`src/rtl/id_ex_stage.sv`:
```
// ID/EX pipeline register.
// Captures decode-stage operands, immediate, PC, destination and control,
// and presents them to execute one cycle later. A write-back bypass covers
// the same-cycle register-file write/read hazard, both on capture and while
// the stage is held by a stall. Load-use hazards are detected here and
// answered with a bubble. A saturating counter records stalled cycles.
//
// Ports:
//   CLK, RESET                 clock, asynchronous active-high reset
//   STALL, FLUSH               hold EX contents / insert a bubble
//   ID_*                       decode-slot instruction fields
//   WB_*                       write-back port (same strobe as the register file)
//   EX_*                       registered fields for execute
//   LOAD_USE_STALL             combinational load-use hazard flag
//   STALL_CYCLES               saturating count of stalled cycles
module id_ex_stage #(
  parameter int unsigned CTRL_W        = 8,
  parameter int unsigned MEM_READ_BIT  = 0,
  parameter int unsigned REG_WRITE_BIT = 1
) (
  input  logic              CLK,
  input  logic              RESET,
  input  logic              STALL,
  input  logic              FLUSH,
  input  logic              ID_VALID,
  input  logic [63:0]       ID_PC,
  input  logic [4:0]        ID_READ_REG_A,
  input  logic [4:0]        ID_READ_REG_B,
  input  logic [63:0]       ID_DATA_A,
  input  logic [63:0]       ID_DATA_B,
  input  logic [63:0]       ID_IMM,
  input  logic [4:0]        ID_DEST_REG,
  input  logic [CTRL_W-1:0] ID_CTRL,
  input  logic              WB_REG_WRITE_ENABLE,
  input  logic [4:0]        WB_WRITE_REG,
  input  logic [63:0]       WB_WRITE_DATA,
  output logic              EX_VALID,
  output logic [63:0]       EX_PC,
  output logic [63:0]       EX_DATA_A,
  output logic [63:0]       EX_DATA_B,
  output logic [63:0]       EX_IMM,
  output logic [4:0]        EX_READ_REG_A,
  output logic [4:0]        EX_READ_REG_B,
  output logic [4:0]        EX_DEST_REG,
  output logic [CTRL_W-1:0] EX_CTRL,
  output logic              LOAD_USE_STALL,
  output logic [31:0]       STALL_CYCLES
);

  logic              r_valid;
  logic [63:0]       r_pc;
  logic [63:0]       r_data_a;
  logic [63:0]       r_data_b;
  logic [63:0]       r_imm;
  logic [4:0]        r_read_reg_a;
  logic [4:0]        r_read_reg_b;
  logic [4:0]        r_dest_reg;
  logic [CTRL_W-1:0] r_ctrl;
  logic [31:0]       r_stall_cycles;

  logic              w_wb_live;
  logic [63:0]       w_a_byp;
  logic [63:0]       w_b_byp;
  logic              w_load_use;
  logic              w_count;

  // Register 0 never receives a write, so it is excluded from every match.
  assign w_wb_live = WB_REG_WRITE_ENABLE && (WB_WRITE_REG != 5'd0);

  assign w_a_byp = (w_wb_live && (WB_WRITE_REG == ID_READ_REG_A)) ? WB_WRITE_DATA : ID_DATA_A;
  assign w_b_byp = (w_wb_live && (WB_WRITE_REG == ID_READ_REG_B)) ? WB_WRITE_DATA : ID_DATA_B;

  assign w_load_use = r_valid && r_ctrl[MEM_READ_BIT] && (r_dest_reg != 5'd0) && ID_VALID &&
                      ((r_dest_reg == ID_READ_REG_A) || (r_dest_reg == ID_READ_REG_B));

  // A flush discards the cycle, so it is not counted as a stall.
  assign w_count = (STALL || w_load_use) && !FLUSH;

  always_ff @(posedge CLK or posedge RESET) begin
    if (RESET) begin
      r_valid      <= 1'b0;
      r_pc         <= '0;
      r_data_a     <= '0;
      r_data_b     <= '0;
      r_imm        <= '0;
      r_read_reg_a <= '0;
      r_read_reg_b <= '0;
      r_dest_reg   <= '0;
      r_ctrl       <= '0;
    end else if (STALL && !FLUSH) begin
      // Hold, but keep held operands coherent with write-back.
      if (w_wb_live && (WB_WRITE_REG == r_read_reg_a)) r_data_a <= WB_WRITE_DATA;
      if (w_wb_live && (WB_WRITE_REG == r_read_reg_b)) r_data_b <= WB_WRITE_DATA;
    end else begin
      // Flush, load-use bubble and normal load all capture the ID fields;
      // bubbles only differ in valid/control.
      r_pc         <= ID_PC;
      r_data_a     <= w_a_byp;
      r_data_b     <= w_b_byp;
      r_imm        <= ID_IMM;
      r_read_reg_a <= ID_READ_REG_A;
      r_read_reg_b <= ID_READ_REG_B;
      r_dest_reg   <= ID_DEST_REG;
      if (FLUSH || w_load_use) begin
        r_valid <= 1'b0;
        r_ctrl  <= '0;
      end else begin
        r_valid <= ID_VALID;
        r_ctrl  <= ID_VALID ? ID_CTRL : '0;
      end
    end
  end

  always_ff @(posedge CLK or posedge RESET) begin
    if (RESET) begin
      r_stall_cycles <= '0;
    end else if (w_count && (r_stall_cycles != 32'hFFFF_FFFF)) begin
      r_stall_cycles <= r_stall_cycles + 32'd1;
    end
  end

  assign EX_VALID       = r_valid;
  assign EX_PC          = r_pc;
  assign EX_DATA_A      = r_data_a;
  assign EX_DATA_B      = r_data_b;
  assign EX_IMM         = r_imm;
  assign EX_READ_REG_A  = r_read_reg_a;
  assign EX_READ_REG_B  = r_read_reg_b;
  assign EX_DEST_REG    = r_dest_reg;
  assign EX_CTRL        = r_ctrl;
  assign LOAD_USE_STALL = w_load_use;
  assign STALL_CYCLES   = r_stall_cycles;

endmodule

```
`config.mk`:
```
export PLATFORM = sky130hd
export DESIGN_NAME = id_ex_stage
export DESIGN_NICKNAME = d
export VERILOG_FILES = /design/src/rtl/id_ex_stage.sv
export SDC_FILE = /design/constraint.sdc
export NUM_CORES = 1
export LEC_CHECK = 0
export CORE_AREA = 8 8 252 254
export CTS_CLUSTER_DIAMETER = 50
export DETAILED_ROUTE_END_ITERATION = 8
export DIE_AREA = 0 0 260 262
export GPL_TIMING_DRIVEN = 0
export PLACE_DENSITY_LB_ADDON = 0.25
export RECOVER_POWER = 25
export SLEW_MARGIN = 20
export SYNTH_ARGS = -nofsm -noshare
export SYNTH_HDL_FRONTEND = slang
export SYNTH_SLANG_ARGS = --single-unit
```
`constraint.sdc`:
```
create_clock -name CLK -period 26.8 [get_ports CLK]
set_clock_uncertainty 0.2 [all_clocks]
set_input_delay 5.36 -clock CLK [delete_from_list [all_inputs] [get_ports CLK]]
set_output_delay 5.36 -clock CLK [all_outputs]
set_load 0.02 [all_outputs]
```
==> impl_metrics.env, run 1 <==
export IMPL_status="complete, but fails checks"
export IMPL_violations="max-capacitance violations, max-slew violations"
export IMPL_cts_buffer_depth=3
export IMPL_startpoint_type="primary input"
export IMPL_yosys_warnings=0
export IMPL_slowest_delay_ns=3.71
export IMPL_cts_sink_count=312
export IMPL_layout_common_cells="nand2_1, clkdlybuf4s50_1, dfrtp_1, a22oi_1, clkbuf_16"
export IMPL_path_cells="dlygate4sd3_1, clkinvlp_2, clkbuf_1, clkbuf_1"
export IMPL_synth_nets=1734
export IMPL_dr_pass1_iters=5
export IMPL_htreeDepth=2
export IMPL_ctsHoldBuffers=0
export IMPL_cp_common_cell="clkbuf_1"
export IMPL_finalHoldViolations=0
export IMPL_drive_gt1_frac=0.0622
export IMPL_setup_slack_ns=11.96
export IMPL_synth_top_cell_area_share=0.595
export IMPL_ant_nets=0
export IMPL_nets=2444
export IMPL_place_ws_ns=13.66
export IMPL_ys_seq_elements=312
export IMPL_route_vias_total=12700
export IMPL_rsz0062_at_grt="no"
export IMPL_avgSynthCellArea_sq_um=9.51
export IMPL_hpwl_um=47800
export IMPL_synth_area_top_cells="dfrtp_1, nand2_1, a22oi_1"
export IMPL_area_growth_pct=69.6
export IMPL_layout_min_cycle_time_ns=14.84
export IMPL_grt_overflow_total=0
export IMPL_worstPathMaxFanout=95
export IMPL_power_w=0.00147
export IMPL_die_w_um=260
export IMPL_critPathArrivalTime_ns=14.09
export IMPL_cts_resized=0
export IMPL_maxCapViolCount=4
export IMPL_groute_usage_overall=0.171
export IMPL_place_gp_congestion=0.826
export IMPL_finalCritPeriodShare=0.554
export IMPL_insertion_delay_ns=0.55
export IMPL_post_cts_buffers=0
export IMPL_grt_pass1_wl_um=88600
export IMPL_relSlewSlack=-2.57
export IMPL_grt_antenna_before_repair=4
export IMPL_slowest_stage="clkbuf_1"
export IMPL_fmaxAchievable_mhz=67.4
export IMPL_tns_ns=0
export IMPL_power_static_leakage_nw=10.0
export IMPL_drtIter0Drc=656
export IMPL_seq_area_frac_synth=0.595
export IMPL_ir_worst_vdd_uv=45.9
export IMPL_numPortBuffers=661
export IMPL_grt_pass1_vias=13500
export IMPL_maxSlewViolCount=319
export IMPL_cts_inserted_buffers=44
export IMPL_synthArstFlopShare=1.00
export IMPL_core_area_sq_um=59600
export IMPL_setup_violations=0
export IMPL_route_detailed_drc=0
export IMPL_routed_wl_um=61200
export IMPL_die_y_um=262
export IMPL_rows=90
export IMPL_design_die_area_sq_um=68100
export IMPL_synth_main_ff_cell="dfrtp_1"
export IMPL_final_common_cell="nand2_1"
export IMPL_end_kind="async pin"
export IMPL_synth_cell_type_count=39
export IMPL_synth_cells=1379
export IMPL_hold_path_class="register to register"
export IMPL_grt_max_degree=96
export IMPL_synth_area_sq_um=13100
export IMPL_clkTransAtPathRegs_ns=0.06
export IMPL_vias_per_cell=4.35
export IMPL_fin_util=0.373
export IMPL_ioPinCount=667
export IMPL_critPathKind="primary input to async pin"
export IMPL_power_per_cell_area_nw_per_um2=66.0
export IMPL_cts_tree="built"
export IMPL_synth_edf_count=0
export IMPL_worstMarginPinSlew_ns=5.35
export IMPL_synth_top_area_cell="dfrtp_1"
export IMPL_start_util=0.220
export IMPL_detail_route_wl_per_cell_um=21.0
export IMPL_root_buffer="clkbuf_16"
export IMPL_critPathRequiredTime_ns=26.05
## routing by layer
| layer | vias up | GRT usage | wire [um] |
|---|---|---|---|
| met5 | - | 0 | 22 |
| met4 | 4 | 0.0465 | 1420 |
| met3 | 87 | 0.0726 | 6780 |
| met2 | 547 | 0.299 | 30200 |
| met1 | 6084 | 0.189 | 22700 |
| li1 | 5935 | - | - |
## synth_stat cells, types with 6 or more instances
master    count
and3_1        6
nand4_1      15
xor2_1       23
a22oi_1     128
dfrtp_1     312
buf_6        15
nor2_1        9
nand3_1      14
clkbuf_1     34
nand2_1     694
buf_4        14
a22o_1        8
buf_2        16
xnor2_1      38
nor3_1        8
inv_1         6
## worst paths after layout
| check | from | end | slack (ns) | cells after the start |
|---|---|---|---|---|
| min in group asynchronous | RESET | EX_IMM[50]$_DFFE_PP0N_ | 5.69 | 2 |
| worst max register to register | EX_READ_REG_B[3]$_DFFE_PP0N_ | EX_DATA_B[12]$_DFFE_PP0P_ | 23.89 | 7 |
| worst max-delay path | RESET | EX_DATA_B[13]$_DFFE_PP0P_ | 11.96 | 4 |
| worst min register to register | EX_IMM[37]$_DFFE_PP0N_ | EX_IMM[37]$_DFFE_PP0N_ | 0.26 | 2 |
| worst min-delay path | EX_IMM[37]$_DFFE_PP0N_ | EX_IMM[37]$_DFFE_PP0N_ | 0.26 | 2 |
| max in group CLK | ID_READ_REG_A[4] | LOAD_USE_STALL | 13.66 | 6 |
## state kept, by name (all words and copies together), names as in the netlist
register and cells:
EX_CTRL 8, EX_DATA_A 64, EX_DATA_B 64, EX_DEST_REG 5, EX_IMM 64, EX_PC 64
EX_READ_REG_A 5, EX_READ_REG_B 5, EX_VALID 1, STALL_CYCLES 32
## logic make-up after synthesis
group                      Yosys count  share of synthesized area
adders and majority gates            1                   0.000954
and+or+nand+nor                    765                      0.233
AOI/OAI and AO/OA                  149                     0.0895
muxes                                1                   0.000859
DFF                                312                      0.595
xor gates and xnor gates            61                     0.0407
buffers and inverters               90                     0.0399
## power by group
| part | internal, W | switching (W) |
|---|---|---|
| clock network | 0.000376 | 0.000227 |
| logic | 0.000153 | 0.000165 |
| registers | 0.000515 | 0.0000309 |
| total | 0.00104 | 0.000423 |
## layout make-up
type / instances / area (sq um)
fill: 5975 / 37300
sequential: 312 / 7810
timing repair buffer: 664 / 6630
multi-input combinational: 977 / 4780
clock buffer: 59 / 1250
tap: 782 / 978
buffer: 84 / 500
clock inverter: 21 / 264
inverter: 6 / 23.8
antenna: 2 / 5.00
## critical path: cells and delay by family
kind                   cells  cell delay, ns
buffers and inverters      4            8.53
## stage by stage
stage          cell area (sq um)  hold WS, ns  std cells
2_1_floorplan              13100        0.383       1379
3_3_place_gp               20700        0.250       2822
3_5_place_dp               20800        0.255       2825
4_1_cts                    22300        0.266       2905
5_1_grt                    22200        0.278       2905
6_report                   22200        0.261       2907
(Power assumes the default switching activity.)
==> run 2: changes to the inputs <==
- clock period: 26.8 -> 13.13 ns (I/O delays scaled with it)
==> run 2 against run 1 <==
The run still ends with max-capacitance violations, max-slew violations left. Final area grew 0.20%. Clock-buffer cell count stayed put. Global-route usage did not move. Critical path depth down 1. Largest power group unchanged. Via count grew 0.22%. Largest cell class unchanged. Combinational power up 100%. Final cell count is essentially flat.
==> impl_metrics.env, run 2 (synthesized netlist as in run 1, its figures left out) <==
export IMPL_grt_pass1_wl_um=88600
export IMPL_cts_resized=0
export IMPL_path_buf_inv=3
export IMPL_multi_input_area_sq_um=4780
export IMPL_fill_cells=5970
export IMPL_slowest_delay_ns=3.04
export IMPL_routed_wl_um=61100
export IMPL_cts_tree="built"
export IMPL_r2r_end="EX_DATA_B[14]$_DFFE_PP0P_"
export IMPL_rr_worst_depth=7
export IMPL_postLayoutCellArea_sq_um=22300
export IMPL_drive_gt1_frac=0.0631
export IMPL_maxSlewViolCount=125
export IMPL_cts_buffer_depth=3
export IMPL_dpl_instance_area_sq_um=20800
export IMPL_finalHoldViolations=0
export IMPL_hpwl_um=47800
export IMPL_grt_pass1_vias=13500
export IMPL_ir_worst_vdd_uv=93.5
export IMPL_power_w=0.00300
export IMPL_violations="max-capacitance violations, max-slew violations"
export IMPL_relSlewSlack=-1.82
export IMPL_final_common_cell="nand2_1"
export IMPL_detail_route_wl_per_cell_um=21.0
export IMPL_slowest_stage="clkbuf_1"
export IMPL_crit_cells=3
export IMPL_core_area_sq_um=59600
export IMPL_worstMarginPinSlew_ns=4.22
export IMPL_groute_usage_overall=0.171
export IMPL_grt_max_degree=96
export IMPL_hold_path_class="register to register"
export IMPL_finalCritPeriodShare=0.625
export IMPL_end_kind="async pin"
export IMPL_numPortBuffers=661
export IMPL_clkTransAtPathRegs_ns=0.06
export IMPL_hold_slack_ns=0.261
export IMPL_post_cts_buffers=0
export IMPL_critPathKind="primary input to async pin"
export IMPL_path_cells="dlygate4sd3_1, clkinvlp_2, clkbuf_1"
export IMPL_critPathTopFamily="buffers and inverters"
export IMPL_maxCapViolCount=2
export IMPL_insertion_delay_ns=0.55
export IMPL_fin_util=0.374
export IMPL_route_detailed_drc=0
export IMPL_drtIter0Drc=713
export IMPL_status="complete, but fails checks"
export IMPL_ctsHoldBuffers=0
export IMPL_start_util=0.220
export IMPL_r2r_start="EX_READ_REG_B[3]$_DFFE_PP0N_"
export IMPL_critPathRequiredTime_ns=12.59
export IMPL_ioPinCount=667
export IMPL_critPathArrivalTime_ns=7.67
export IMPL_cts_sink_count=312
export IMPL_vias_per_cell=4.37
export IMPL_layout_common_cells="nand2_1, clkdlybuf4s50_1, dfrtp_1, a22oi_1, clkbuf_16"
export IMPL_tns_ns=0
export IMPL_die_y_um=262
export IMPL_ant_nets=0
export IMPL_htreeDepth=2
export IMPL_dr_pass1_iters=5
export IMPL_grt_antenna_before_repair=4
export IMPL_crit_start="RESET"
export IMPL_cts_inserted_buffers=44
export IMPL_area_growth_pct=69.9
export IMPL_rsz0062_at_grt="no"
export IMPL_grt_overflow_total=0
export IMPL_die_w_um=260
export IMPL_fmaxAchievable_mhz=122
export IMPL_design_die_area_sq_um=68100
export IMPL_layout_min_cycle_time_ns=8.20
export IMPL_crit_end="STALL_CYCLES[25]$_DFFE_PP0P_"
export IMPL_place_gp_congestion=0.826
export IMPL_route_vias_total=12700
export IMPL_worstPathMaxFanout=75
export IMPL_register_area_sq_um=7810
export IMPL_setup_violations=0
export IMPL_root_buffer="clkbuf_16"
export IMPL_power_static_leakage_nw=10.0
export IMPL_power_per_cell_area_nw_per_um2=135
export IMPL_startpoint_type="primary input"
export IMPL_rows=90
export IMPL_reg2reg_slack_ns=10.21
export IMPL_nets=2444
[run 2: cell count changes in the layout (fill, tap and decap cells not counted), sizes merged]
cell,change
buf,+2
clkbuf,-2
diode,-1
[run 2: per-layer routing]
| metal | wire length, um | GRT usage |
|---|---|---|
| met5 | 22 | 0 |
| met3 | 6600 | 0.0726 |
| met1 | 22900 | 0.189 |
| met2 | 30200 | 0.299 |
| met4 | 1370 | 0.0465 |
[run 2: stage by stage]
stage	setup WS, ns	cells
6_report	4.93	2906
5_1_grt	3.82	2905
4_1_cts	5.43	2905
3_5_place_dp	5.45	2825
3_3_place_gp	-3.05	2822
2_1_floorplan	1.67	1379
[run 2: worst reg2reg max path, stage by stage (launching register included)]
cell     delay [ns]
dfrtp_1        0.40
xor2_1         0.15
nor3_1         0.38
a41oi_2        0.27
nor2_2         0.73
buf_2          0.42
nand2_1        0.20
nand2_1        0.11
[run 2: power breakdown]
group	internal [W]	switching (W)	total (W)	leakage, nW
clock network	0.000768	0.000463	0.00123	0.738
registers	0.00105	0.0000632	0.00111	3.75
logic	0.000314	0.000337	0.000651	5.55
total	0.00213	0.000864	0.00300	10.0
[run 2: worst min path at each step]
stage                            from                endpoint  slack [ns]  cells past startpoint
2_1_floorplan   EX_IMM[0]$_DFFE_PP0N_   EX_IMM[0]$_DFFE_PP0N_        0.38                      2
3_3_place_gp   EX_IMM[49]$_DFFE_PP0N_  EX_IMM[49]$_DFFE_PP0N_        0.25                      2
3_5_place_dp    EX_PC[34]$_DFFE_PP0N_   EX_PC[34]$_DFFE_PP0N_        0.25                      2
4_1_cts        EX_IMM[48]$_DFFE_PP0N_  EX_IMM[48]$_DFFE_PP0N_        0.27                      2
5_1_grt        EX_IMM[41]$_DFFE_PP0N_  EX_IMM[41]$_DFFE_PP0N_        0.28                      2
6_report       EX_IMM[60]$_DFFE_PP0N_  EX_IMM[60]$_DFFE_PP0N_        0.26                      2
[run 2: final cells by class]
type | instances | share of cell area
Clock inverter | 21 | 0.0118
Clock buffer | 59 | 0.0560
Inverter | 6 | 0.00107
Buffer | 84 | 0.0225
Sequential cell | 312 | 0.350
Tap cell | 782 | 0.0439
Multi-Input combinational cell | 977 | 0.215
Antenna cell | 1 | 0.000112
Timing Repair Buffer | 664 | 0.300
==> run 3: changes to the inputs <==
- clock period: 13.13 -> 8.2 ns (I/O delays scaled with it)
==> run 3 against run 2 <==
The run still ends with max-capacitance violations, max-slew violations left. Combinational power rose by 61%. Non-clock buffer count rose by 8. Die area did not move. Setup slack got worse by 2.9 ns. Sequential cell count did not move.
==> impl_metrics.env, run 3 (synthesized netlist as in run 1, its figures left out) <==
export IMPL_p_sw_w=0.00138
export IMPL_finalCritPeriodShare=0.753
export IMPL_swShare=0.291
export IMPL_rr_worst_depth=7
export IMPL_maxCapViolCount=6
export IMPL_place_gp_congestion=0.867
export IMPL_grt_max_degree=33
export IMPL_grt_pass1_wl_um=89800
export IMPL_die_y_um=262
export IMPL_nets=2453
export IMPL_crit_end="EX_DATA_A[7]$_DFFE_PP0P_"
export IMPL_place_ws_ns=2.63
export IMPL_critPathKind="primary input to async pin"
export IMPL_grt_antenna_before_repair=10
export IMPL_htreeDepth=2
export IMPL_clkPwrFrac=0.406
export IMPL_maxSlewViolCount=179
export IMPL_root_buffer="clkbuf_16"
export IMPL_layout_common_cells="nand2_1, clkdlybuf4s50_1, dfrtp_1, a22oi_1, clkbuf_1"
export IMPL_die_w_um=260
export IMPL_drive_gt1_frac=0.0634
export IMPL_violations="max-capacitance violations, max-slew violations"
export IMPL_setup_slack_ns=2.03
export IMPL_setup_violations=0
export IMPL_ant_nets=0
export IMPL_final_common_cell="nand2_1"
export IMPL_cts_inserted_buffers=45
export IMPL_area_growth_pct=70.3
export IMPL_power_static_leakage_nw=10.0
export IMPL_r2r_end="EX_DATA_A[9]$_DFFE_PP0P_"
export IMPL_rsz0062_at_grt="no"
export IMPL_grt_overflow_total=0
export IMPL_ir_worst_vdd_uv=151
export IMPL_routed_wl_um=62500
export IMPL_detail_route_wl_per_cell_um=21.4
export IMPL_dr_pass1_iters=5
export IMPL_hold_start="EX_PC[26]$_DFFE_PP0N_"
export IMPL_relSlewSlack=-0.208
export IMPL_reg2reg_slack_ns=5.53
export IMPL_layout_min_cycle_time_ns=6.17
export IMPL_power_per_cell_area_nw_per_um2=213
export IMPL_hpwl_um=50400
export IMPL_r2r_start="EX_READ_REG_A[3]$_DFFE_PP0N_"
export IMPL_tns_ns=0
export IMPL_groute_usage_overall=0.175
export IMPL_startpoint_type="primary input"
export IMPL_worstPathMaxFanout=30
export IMPL_cts_resized=0
export IMPL_start_util=0.220
export IMPL_worstMarginPinSlew_ns=1.81
export IMPL_insertion_delay_ns=0.56
export IMPL_ctsHoldBuffers=0
export IMPL_cts_sink_count=312
export IMPL_seq_power_share=0.374
export IMPL_cts_buffer_depth=3
export IMPL_numPortBuffers=661
export IMPL_hold_path_class="register to register"
export IMPL_fmaxAchievable_mhz=162
export IMPL_critPathArrivalTime_ns=6.35
export IMPL_finalHoldViolations=0
export IMPL_clkTransAtPathRegs_ns=0.05
export IMPL_design_die_area_sq_um=68100
export IMPL_rows=90
export IMPL_critPathRequiredTime_ns=8.37
export IMPL_core_area_sq_um=59600
export IMPL_crit_start="RESET"
export IMPL_status="complete, but fails checks"
export IMPL_grt_pass1_vias=13600
export IMPL_p_int_w=0.00337
export IMPL_end_kind="async pin"
export IMPL_vias_per_cell=4.31
export IMPL_drtIter0Drc=723
export IMPL_route_detailed_drc=0
export IMPL_pwr_share_comb=0.220
export IMPL_route_vias_total=12600
export IMPL_ioPinCount=667
export IMPL_cts_tree="built"
export IMPL_post_cts_buffers=0
[run 3: power by group through the flow]
stage	logic (W)	registers [W]	clock network, W
final	0.00105	0.00178	0.00193
after floorplan	0.000260	0.00197	0
after global routing	0.00113	0.00180	0.00204
after global placement	0.00105	0.00180	0
after CTS	0.00108	0.00178	0.00200
after detailed placement	0.00107	0.00181	0
[run 3: cell type report]
class | instances | area [sq um]
buffer | 84 | 500
tap | 782 | 978
multi-input combinational | 977 | 4780
fill | 5994 | 37200
timing repair buffer | 672 | 6740
clock buffer | 60 | 1270
sequential | 312 | 7810
inverter | 6 | 23.8
clock inverter | 18 | 211
antenna | 5 | 12.5
[run 3: through the flow]
stage	instances	power [W]	area [sq um]	utilization	hold slack (ns)
after floorplan	1379	0.00223	13100	-	0.383
after global placement	2822	0.00286	20700	0.348	0.249
after detailed placement	2833	0.00288	20900	0.351	0.255
after CTS	2911	0.00485	22400	0.376	0.267
after global routing	2916	0.00497	22300	0.375	0.284
final	2916	0.00476	22300	0.375	0.259
[run 3: worst min path at each step]
stage	to	cells after the start
after global placement	EX_PC[1]$_DFFE_PP0N_	2
final	EX_PC[26]$_DFFE_PP0N_	2
after detailed placement	EX_IMM[34]$_DFFE_PP0N_	2
after global routing	EX_IMM[53]$_DFFE_PP0N_	2
after floorplan	EX_IMM[0]$_DFFE_PP0N_	2
after CTS	EX_IMM[34]$_DFFE_PP0N_	2
[run 3: critical path: stages]
cell           delay [ns]
dlygate4sd3_1        0.55
clkinvlp_2           0.27
clkbuf_1             1.22
clkbuf_1             1.38
clkbuf_1             1.22
[run 3: metal layers]
metal  GRT usage  up-vias  share of wire
met5           0        -        0.00069
met4      0.0531        6          0.022
met3      0.0768       86           0.10
met2       0.308      506           0.50
met1       0.188     6009           0.37
li1            -     5957              -
